[config.mk]
export PLATFORM = sky130hd
export DESIGN_NAME = fetch_align
export DESIGN_NICKNAME = d
export VERILOG_FILES = /design/src/rtl/i8080_pkg.sv /design/src/rtl/byte_fifo.sv /design/src/rtl/fetch_align.sv
export SDC_FILE = /design/constraint.sdc
export NUM_CORES = 1
export LEC_CHECK = 0
export ABC_CLOCK_PERIOD_IN_PS = 6180
export CAP_MARGIN = 20
export CORE_ASPECT_RATIO = 0.9
export CORE_MARGIN = 2
export CORE_UTILIZATION = 30
export CTS_BUF_LIST = sky130_fd_sc_hd__clkbuf_8
export CTS_CLUSTER_SIZE = 25
export DETAILED_ROUTE_END_ITERATION = 10
export PLACE_DENSITY = 0.53
export SYNTH_ARGS = -nofsm -noshare
export SYNTH_HDL_FRONTEND = slang
export SYNTH_SLANG_ARGS = --single-unit
[constraint.sdc]
create_clock -name clk -period 6.18 [get_ports clk]
set_clock_uncertainty 0.2 [all_clocks]
set_input_delay 0.618 -clock clk [delete_from_list [all_inputs] [get_ports clk]]
set_output_delay 0.618 -clock clk [all_outputs]
set_load 0.005 [all_outputs]
[src/rtl/i8080_pkg.sv]
// Shared 8080 opcode constants and the opcode-to-length decode, used by the
// fetch aligner and the CPU decoder.
package i8080_pkg;

  localparam logic [7:0] OP_NOP   = 8'h00;
  localparam logic [7:0] OP_SHLD  = 8'h22;
  localparam logic [7:0] OP_LHLD  = 8'h2A;
  localparam logic [7:0] OP_STA   = 8'h32;
  localparam logic [7:0] OP_LDA   = 8'h3A;
  localparam logic [7:0] OP_JMP   = 8'hC3;
  localparam logic [7:0] OP_CALL  = 8'hCD;
  localparam logic [7:0] OP_OUT   = 8'hD3;
  localparam logic [7:0] OP_IN    = 8'hDB;

  typedef logic [1:0] ins_len_t;

  typedef struct packed {
    logic [7:0]  opcode;
    logic [15:0] imm;
    ins_len_t    len;
    logic [15:0] pc;
  } fetch_ins_t;

  // Patterns: LXI 00rp0001, Jccc 11ccc010, Cccc 11ccc100, MVI 00rrr110,
  // ALU-immediate 11aaa110.
  function automatic ins_len_t opLen(input logic [7:0] op);
    ins_len_t len;
    len = 2'd1;
    casez (op)
      8'b00??_0001, OP_SHLD, OP_LHLD, OP_STA, OP_LDA, OP_JMP, OP_CALL,
      8'b11??_?010, 8'b11??_?100:
        len = 2'd3;
      8'b00??_?110, 8'b11??_?110, OP_IN, OP_OUT:
        len = 2'd2;
      default:
        len = 2'd1;
    endcase
    return len;
  endfunction

endpackage

[src/rtl/byte_fifo.sv]
// Circular byte queue: pushes 0..2 bytes and pops 0..3 bytes per cycle,
// exposes the three head bytes and the occupancy.
module byte_fifo
  import i8080_pkg::*;
#(
  parameter int DEPTH = 8,
  localparam int AW = $clog2(DEPTH)
) (
  input  logic          clk,
  input  logic          rst_n,
  input  logic          flush_i,
  input  logic [1:0]    push_cnt_i,
  input  logic [15:0]   push_data_i,
  input  ins_len_t      pop_cnt_i,
  output logic [23:0]   peek_o,
  output logic [AW:0]   count_o
);

  logic [7:0]    mem_q [DEPTH];
  logic [AW-1:0] rd_q, rd_d, wr_q, wr_d;
  logic [AW:0]   cnt_q, cnt_d;

  always_comb begin
    rd_d  = rd_q + AW'(pop_cnt_i);
    wr_d  = wr_q + AW'(push_cnt_i);
    cnt_d = cnt_q + (AW+1)'(push_cnt_i) - (AW+1)'(pop_cnt_i);
    if (flush_i) begin
      rd_d  = '0;
      wr_d  = '0;
      cnt_d = '0;
    end
  end

  always_ff @(posedge clk or negedge rst_n) begin
    if (!rst_n) begin
      rd_q  <= '0;
      wr_q  <= '0;
      cnt_q <= '0;
    end else begin
      rd_q  <= rd_d;
      wr_q  <= wr_d;
      cnt_q <= cnt_d;
    end
  end

  // Storage needs no reset: bytes beyond the occupancy are never presented.
  always_ff @(posedge clk) begin
    if (!flush_i) begin
      if (push_cnt_i != 2'd0) mem_q[wr_q] <= push_data_i[7:0];
      if (push_cnt_i == 2'd2) mem_q[wr_q + AW'(1)] <= push_data_i[15:8];
    end
  end

  assign peek_o  = {mem_q[rd_q + AW'(2)], mem_q[rd_q + AW'(1)], mem_q[rd_q]};
  assign count_o = cnt_q;

endmodule

[src/rtl/fetch_align.sv]
// 8080 fetch aligner: fetches 16-bit words into a byte queue and presents
// whole variable-length instructions (1..3 bytes) to the decoder.
module fetch_align
  import i8080_pkg::*;
#(
  parameter int QDEPTH = 8
) (
  input  logic        clk,
  input  logic        rst_n,
  output logic        mem_req,
  output logic [14:0] mem_raddr,
  input  logic [15:0] mem_rdata,
  input  logic        redirect,
  input  logic [15:0] redirect_pc,
  output logic        ins_valid,
  input  logic        ins_ready,
  output logic [7:0]  ins_opcode,
  output logic [15:0] ins_imm,
  output logic [1:0]  ins_len,
  output logic [15:0] ins_pc
);

  localparam int AW = $clog2(QDEPTH);

  logic [15:0] fpc_q, fpc_d;
  logic [15:0] pc_q, pc_d;
  logic        inflight_q, inflight_d;
  logic        odd_q, odd_d;

  logic [1:0]  push_cnt;
  logic [15:0] push_data;
  ins_len_t    pop_cnt;
  logic [23:0] peek;
  logic [AW:0] occ;
  logic [AW+1:0] reserved;
  logic        handshake;
  fetch_ins_t  head;

  byte_fifo #(.DEPTH(QDEPTH)) u_fifo (
    .clk        (clk),
    .rst_n      (rst_n),
    .flush_i    (redirect),
    .push_cnt_i (push_cnt),
    .push_data_i(push_data),
    .pop_cnt_i  (pop_cnt),
    .peek_o     (peek),
    .count_o    (occ)
  );

  // Head instruction view; bytes not yet queued read as zero so the outputs
  // sit at 0/0/1/pc whenever the queue is empty, including reset.
  always_comb begin
    head.opcode = (occ != '0) ? peek[7:0] : 8'h00;
    head.len    = opLen(head.opcode);
    head.imm    = 16'h0000;
    if (head.len != 2'd1 && occ >= (AW+1)'(2)) head.imm[7:0]  = peek[15:8];
    if (head.len == 2'd3 && occ >= (AW+1)'(3)) head.imm[15:8] = peek[23:16];
    head.pc     = pc_q;
  end

  assign ins_valid  = (occ >= (AW+1)'(head.len));
  assign ins_opcode = head.opcode;
  assign ins_imm    = head.imm;
  assign ins_len    = head.len;
  assign ins_pc     = head.pc;
  assign handshake  = ins_valid && ins_ready;

  // A request reserves two slots, and an outstanding word holds two more.
  always_comb begin
    reserved  = {1'b0, occ} + {{AW{1'b0}}, inflight_q, 1'b0};
    mem_req   = rst_n && !redirect && (reserved <= (AW+2)'(QDEPTH - 2));
    mem_raddr = fpc_q[15:1];
  end

  always_comb begin
    push_cnt  = 2'd0;
    push_data = mem_rdata;
    if (inflight_q && !redirect) begin
      if (odd_q) begin
        push_cnt  = 2'd1;
        push_data = {8'h00, mem_rdata[15:8]};
      end else begin
        push_cnt  = 2'd2;
      end
    end
    pop_cnt    = handshake ? head.len : 2'd0;
    inflight_d = mem_req;
    odd_d      = mem_req ? fpc_q[0] : odd_q;

    fpc_d = fpc_q;
    pc_d  = pc_q;
    if (redirect) begin
      fpc_d = redirect_pc;
      pc_d  = redirect_pc;
    end else begin
      if (mem_req)   fpc_d = {fpc_q[15:1] + 15'd1, 1'b0};
      if (handshake) pc_d  = pc_q + {14'd0, head.len};
    end
  end

  always_ff @(posedge clk or negedge rst_n) begin
    if (!rst_n) begin
      fpc_q      <= 16'h0000;
      pc_q       <= 16'h0000;
      inflight_q <= 1'b0;
      odd_q      <= 1'b0;
    end else begin
      fpc_q      <= fpc_d;
      pc_q       <= pc_d;
      inflight_q <= inflight_d;
      odd_q      <= odd_d;
    end
  end

endmodule

==> results.cfg, run 1 <==
[die]
initial_utilization = 0.3034
die-area_sq_um = 25660
die_y_um = 152.2
fp.dieW_um = 168.6
rows = 54
core-area_sq_um = 24120
pin_count = 95

[setup_path]
cp.arrival_ps = 5640
cp-start-kind = flip-flop
crit_type = flip-flop to flip-flop
worstPathCellList = buf_4 -> mux4_2 -> mux2i_1 -> nand3_1 -> o221ai_2 -> a21oi_2 -> ha_1 -> a21oi_1 -> o21ai_0 -> nand2_1 -> nor2_1 -> fa_1 -> inv_1 -> ha_1 -> a21o_1 -> a21oi_1 -> xnor2_1 -> nor2_1
path_max_fanout = 27
max_stage_delay_ps = 850
worstSetupEndpointType = flip-flop
cpMaxStageDelayCell = dfrtp_2
required_ps = 6250

[clocking]
clk_latency_ps = 380
clkTransAtPathRegs_ps = 110
cts_tree = done
cts_root_buf = clkbuf_8
cts_hold_buf = 0
cts_setup_buffers = 0
cts_buffer_depth = 2
cts_buffers = 9
htree_levels = 3
clock_sinks = 108
ctsResizeCount = 0

[synthesis]
syn_area_per_cell_sq_um = 11.82
syn_area_sq_um = 7317
ys.flop_type = edfxtp_1
yosys_register_bits = 108
synthCells = 619
yosysUniqueCellTypes = 53
yosys_warnings = 0
ys_seq_area_frac = 0.4131
async_reset_ff_frac = 0.4074
syn-num-nets = 678
synth_edf_count = 64

[route]
route.detailed.drc = 0
viasPerCell = 5.348
wirelength_um = 20740
first_pass_iters = 5
vias = 5412
drtAntennaViolNets = 0
initialDrtViolationCount = 484
avgRoutedWirePerCell_um = 20.49

[sta]
max_freq_mhz = 179.4
fin_crit_ps = 5574
tightest_slew_ps = 1124
fin_tns_setup_ps = 0
setup_viol = 0
finalCritPeriodShare = 0.9019
rsz0062_at_grt = no
drv_slew = 0
hold_violations = 0
setup_ws_ps = 606.2
maxSlewHeadroom = 0.2481

[placement]
port_buffers = 94
place_ws_ps = 638.1
place_congestion = 0.8463
dp_hpwl_um = 15340

[global_routing]
grt_antenna_before_repair = 0
overflow = 0
track_usage = 0.1633
grt_pass1_wl_um = 32280
grt_pass1_vias = 5500
grt_max_degree = 46

[power_and_ir_drop]
leakage_nw = 3.033
p_int_mw = 1.783
ir_drop_uv = 124.6
power.share.clock = 0.145
switchingPower_mw = 1.123
power.density_nw_per_um2 = 332.6
p_comb_frac = 0.523
swShare = 0.3864
power_frac_seq = 0.333

[layout]
drive_gt1_frac = 0.2315
final_util = 0.3622
nNetsFinal = 759
area_delta_synth_final_pct = 19.41
antenna_cells = 0

[worst_hold_path]
hp-class = input pin to async pin

[flow_run]
drv_cap = 0

[outcome]
status = completed
## flip-flops by register name (all words and copies together) (netlist names)
register        cells
odd_q               1
u_fifo.rd_q         3
fpc_q              16
ins_pc             16
u_fifo.count_o      4
u_fifo.mem_q       64
u_fifo.wr_q         3
inflight_q          1
## synthesized netlist by cell type, types with 3 or more instances
master    number  area [sq um]
nand4_1        6         37.54
nor2b_1        9         56.30
xnor2_1        7         61.31
inv_1         22         82.58
nor2_1        54         202.7
mux2_2        66         743.2
o211ai_1       4         30.03
and3_1         7         43.79
buf_1          5         18.77
buf_2          6         30.03
fa_1           5         100.1
xor2_1        15         131.4
mux4_2        43         968.4
dfrtp_1       44          1101
nand2_1       56         210.2
nand2b_1       5         31.28
nor3_2         8         80.08
nand3_1       14         70.07
o21ai_0       30         150.1
o311ai_0       8         70.07
ha_1          18         225.2
mux4_1         3         78.83
a21oi_1       14         70.07
and2_1         3         18.77
o21ai_1        3         15.01
buf_4         16         120.1
mux2i_1       20         200.2
nand3b_1       3         22.52
edfxtp_1      64          1922
and4_1         3         26.28
nor3_1         9         45.04
a31oi_1        8         50.05
clkbuf_1      14         52.55
## layout make-up
class | count | area (sq um)
repair buffers | 113 | 1095
inverters | 24 | 90.09
clock inverters | 6 | 58.81
fillers | 2358 | 15380
multi-input cells | 444 | 3960
flip-flops and latches | 108 | 3024
clock buffers | 9 | 123.9
well taps | 308 | 385.4
## worst paths after layout
kind / startpoint / to / slack [ps] / cells after the start
max in group asynchronous: rst_n / u_fifo.rd_q[0] / 5240 / 2
worst min register to register: fpc_q[0] / odd_q / 300 / 2
worst max register to register: u_fifo.rd_q[0] / u_fifo.count_o[3] / 610 / 18
worst min-delay path: rst_n / fpc_q[14] / 100 / 2
worst max-delay path: u_fifo.rd_q[0] / u_fifo.count_o[3] / 610 / 18
min in group clk: fpc_q[0] / odd_q / 300 / 2
## cell families (layout without fill, tap and decap cells)
logic type | Yosys count | in the layout | share of synthesized area
muxes | 135 | 135 | 0.2789
and+or+nand+nor | 185 | 185 | 0.1235
DFF | 108 | 108 | 0.4131
adders and majority gates | 23 | 23 | 0.04446
xor gates and xnor gates | 22 | 22 | 0.02633
AOI/OAI and AO/OA | 79 | 79 | 0.06806
buffers and inverters | 67 | 152 | 0.04566
## power groups by stage
stage               clock network [mW]  logic, mW  registers, mW
finish                           0.421       1.52          0.966
global placement                     0       1.49          0.975
CTS                              0.433       1.53          0.966
floorplan                            0       1.05          0.902
global route                     0.460       1.65          0.982
detailed placement                   0       1.52          0.982
## metrics by stage
step	area [sq um]	power, mW	instances	hold slack [ps]
after floorplan	7317	1.956	619	122.4
after global placement	8528	2.469	994	274.0
after detailed placement	8536	2.506	995	278.1
after CTS	8718	2.929	1010	105.1
after global routing	8737	3.089	1012	126.2
final	8737	2.906	1012	95.49
## placed cells by master (no fill, tap or decap), types with 3 or more instances in the layout
master,count
dfrtp_1,43
nor2_1,54
inv_1,22
o21ai_0,30
nand2_1,56
a31oi_1,8
clkbuf_8,9
fa_1,5
and4_1,3
a21oi_1,14
buf_4,17
o211ai_1,4
clkdlybuf4s50_1,93
xor2_1,15
and3_1,7
nor3_1,9
nor3_2,8
mux2i_1,20
mux2_2,66
nor2b_1,9
and2_1,3
nand2b_1,5
edfxtp_1,64
ha_1,18
o21ai_1,3
xnor2_1,7
mux4_1,3
mux4_2,43
nand3_1,14
nand4_1,6
o311ai_0,8
nand3b_1,3
## worst max-delay path, delay by kind of cell (launching register included)
kind / cells / cell delay (ps)
buf+inv: 2 / 410
fa+ha+maj: 3 / 960
compound gates: 6 / 1180
flops: 1 / 850
mux: 2 / 940
simple gates: 4 / 780
xor+xnor: 1 / 130
## metal layers
layer	global-route usage	share of wire	wire, um	up-vias
met5	0	0	0	-
met1	0.2191	0.44	9192	2765
li1	-	-	-	2470
met3	0.02831	0.048	999	18
met4	0.03982	0.011	231	0
met2	0.2753	0.50	10320	159
(Power assumes the default switching activity.)
==> inputs of run 2 (changes only) <==
Settings changed: GPL_ROUTABILITY_DRIVEN set to 1, REMOVE_ABC_BUFFERS set to 1.
==> run 2 against run 1 <==
Effect of this change: clock-buffer cell count did not move; wire length grew 2.6%; fmax rose by 0.79%; power barely moved; core utilization increased by 0.32 points; sequential power fell by 3.4%; non-clock buffer count is 9 higher; worst setup slack improved by 44 ps; sequential cell count did not move; critical path type unchanged.
==> results.cfg, run 2 (same netlist as run 1, synthesis figures left out) <==
[power_and_ir_drop]
p_comb_frac = 0.541
power.density_nw_per_um2 = 329.5
power_frac_seq = 0.321
p_int_mw = 1.795
leakage_nw = 3.086
swShare = 0.3821
power.share.clock = 0.138
ir_drop_uv = 112.4
switchingPower_mw = 1.110
finalPower_mw = 2.905

[placement]
dp.cells = 1003
port_buffers = 94
dp_hpwl_um = 15830
dpl_cell_area_sq_um = 8598
place_congestion = 0.8624
place_ws_ps = 657.9

[layout]
drive_gt1_frac = 0.2381
largest_register = u_fifo.mem_q
multi_input_area_sq_um = 3960
antenna_cells = 0
largest_register_ffs = 64
design_area_sq_um = 8815
area_delta_synth_final_pct = 20.47
nNetsFinal = 768
final_common_cell = clkdlybuf4s50_1
final_util = 0.3654
seqCellArea_sq_um = 3024
fillers = 2270
final_cells = 1022
layout_common_cells = clkdlybuf4s50_1, mux2_2, edfxtp_1

[global_routing]
grt_antenna_before_repair = 0
grt_pass1_vias = 5599
grt_pass1_wl_um = 33240
grt_max_degree = 46
track_usage = 0.1693
overflow = 0

[clocking]
cts_tree = done
ctsResizeCount = 0
clk_latency_ps = 390
htree_levels = 3
cts_hold_buf = 0
clock_sinks = 108
cts_root_buf = clkbuf_8
clkTransAtPathRegs_ps = 110
cts_buffers = 9
cts_setup_buffers = 0
cts_buffer_depth = 2

[sta]
max_freq_mhz = 180.8
holdWs_ps = 99.01
rsz0062_at_grt = no
drv_slew = 0
tightest_slew_ps = 1003
fin_tns_setup_ps = 0
fin_crit_ps = 5530
setup_viol = 0
maxSlewHeadroom = 0.3288
setup_ws_ps = 649.9
finalCritPeriodShare = 0.8948
hold_violations = 0

[die]
die_y_um = 152.2
rows = 54
die-area_sq_um = 25660
pin_count = 95
core-area_sq_um = 24120
fp.dieW_um = 168.6
initial_utilization = 0.3034

[route]
wirelength_um = 21280
avgRoutedWirePerCell_um = 20.83
drtAntennaViolNets = 0
initialDrtViolationCount = 406
vias = 5482
route.detailed.drc = 0
first_pass_iters = 4
viasPerCell = 5.364

[setup_path]
cpMaxStageDelayCell = a21oi_2
crit_top_cell = nor2_1
max_stage_delay_ps = 670
cp.arrival_ps = 5600
cp-start-kind = flip-flop
path_max_fanout = 21
worstSetupEndpointType = flip-flop
worstPathCellList = buf_4 -> mux4_2 -> mux2i_1 -> nor2_1 -> nand3_1 -> a21boi_1 -> a21oi_2 -> ha_1 -> a21oi_1 -> o21ai_0 -> nand2_1 -> nor2_1 -> fa_1 -> inv_1 -> ha_1 -> a21o_1 -> a21oi_1 -> xnor2_1 -> nor2_1
crit_type = flip-flop to flip-flop
required_ps = 6250

[worst_hold_path]
hp-class = input pin to async pin

[outcome]
status = completed

[flow_run]
drv_cap = 0
==> run 2: cell types whose count changed in the layout (fill, tap and decap cells not counted) <==
| cell | previous run | this run |
|---|---|---|
| inv_8 | 1 | 0 |
| buf_6 | 1 | 6 |
| clkinv_2 | 0 | 1 |
| inv_6 | 2 | 1 |
| clkinvlp_2 | 1 | 0 |
| clkinv_1 | 2 | 5 |
| clkinv_4 | 1 | 2 |
| buf_4 | 17 | 21 |
| buf_12 | 1 | 0 |
| buf_16 | 0 | 1 |
| clkinv_8 | 1 | 0 |
==> run 2: worst max-delay path: cells and delay by family, from the launching register on <==
kind,cells,cell delay [ps]
AOI/OAI and AO/OA,6,1420
xor gates and xnor gates,1,130
adders and majority gates,3,1170
buffers and inverters,2,420
DFF,1,470
muxes,2,970
and+or+nand+nor,5,620
==> run 2: final timing paths <==
check | start | to | slack [ps] | cells past startpoint
worst min-delay path | rst_n | fpc_q[15] | 100 | 2
max in group asynchronous | rst_n | u_fifo.rd_q[0] | 5240 | 2
worst max register to register | u_fifo.rd_q[0] | u_fifo.count_o[3] | 650 | 19
worst max-delay path | u_fifo.rd_q[0] | u_fifo.count_o[3] | 650 | 19
min in group clk | fpc_q[0] | odd_q | 290 | 2
worst min register to register | fpc_q[0] | odd_q | 290 | 2
==> run 2: cell type report <==
class                      instances  share of cell area
clock inverter                     7            0.004826
inverter                          24             0.01022
tap                              308             0.04372
sequential                       108              0.3431
clock buffer                       9             0.01405
timing repair buffer             122              0.1348
multi-input combinational        444              0.4493
==> run 2: power by group through the flow <==
stage	clock, mW	combinational (mW)	sequential, mW
floorplan	0	0.923	0.978
global placement	0	1.51	0.942
detailed placement	0	1.55	0.947
CTS	0.412	1.55	0.932
global route	0.440	1.71	0.944
finish	0.402	1.57	0.933
==> run 2: per-layer routing <==
metal	wire [um]	GRT usage	share of wire
met5	0	0	0
met4	384	0.05049	0.018
met3	1250	0.02649	0.059
met2	10190	0.2702	0.48
met1	9458	0.2384	0.44
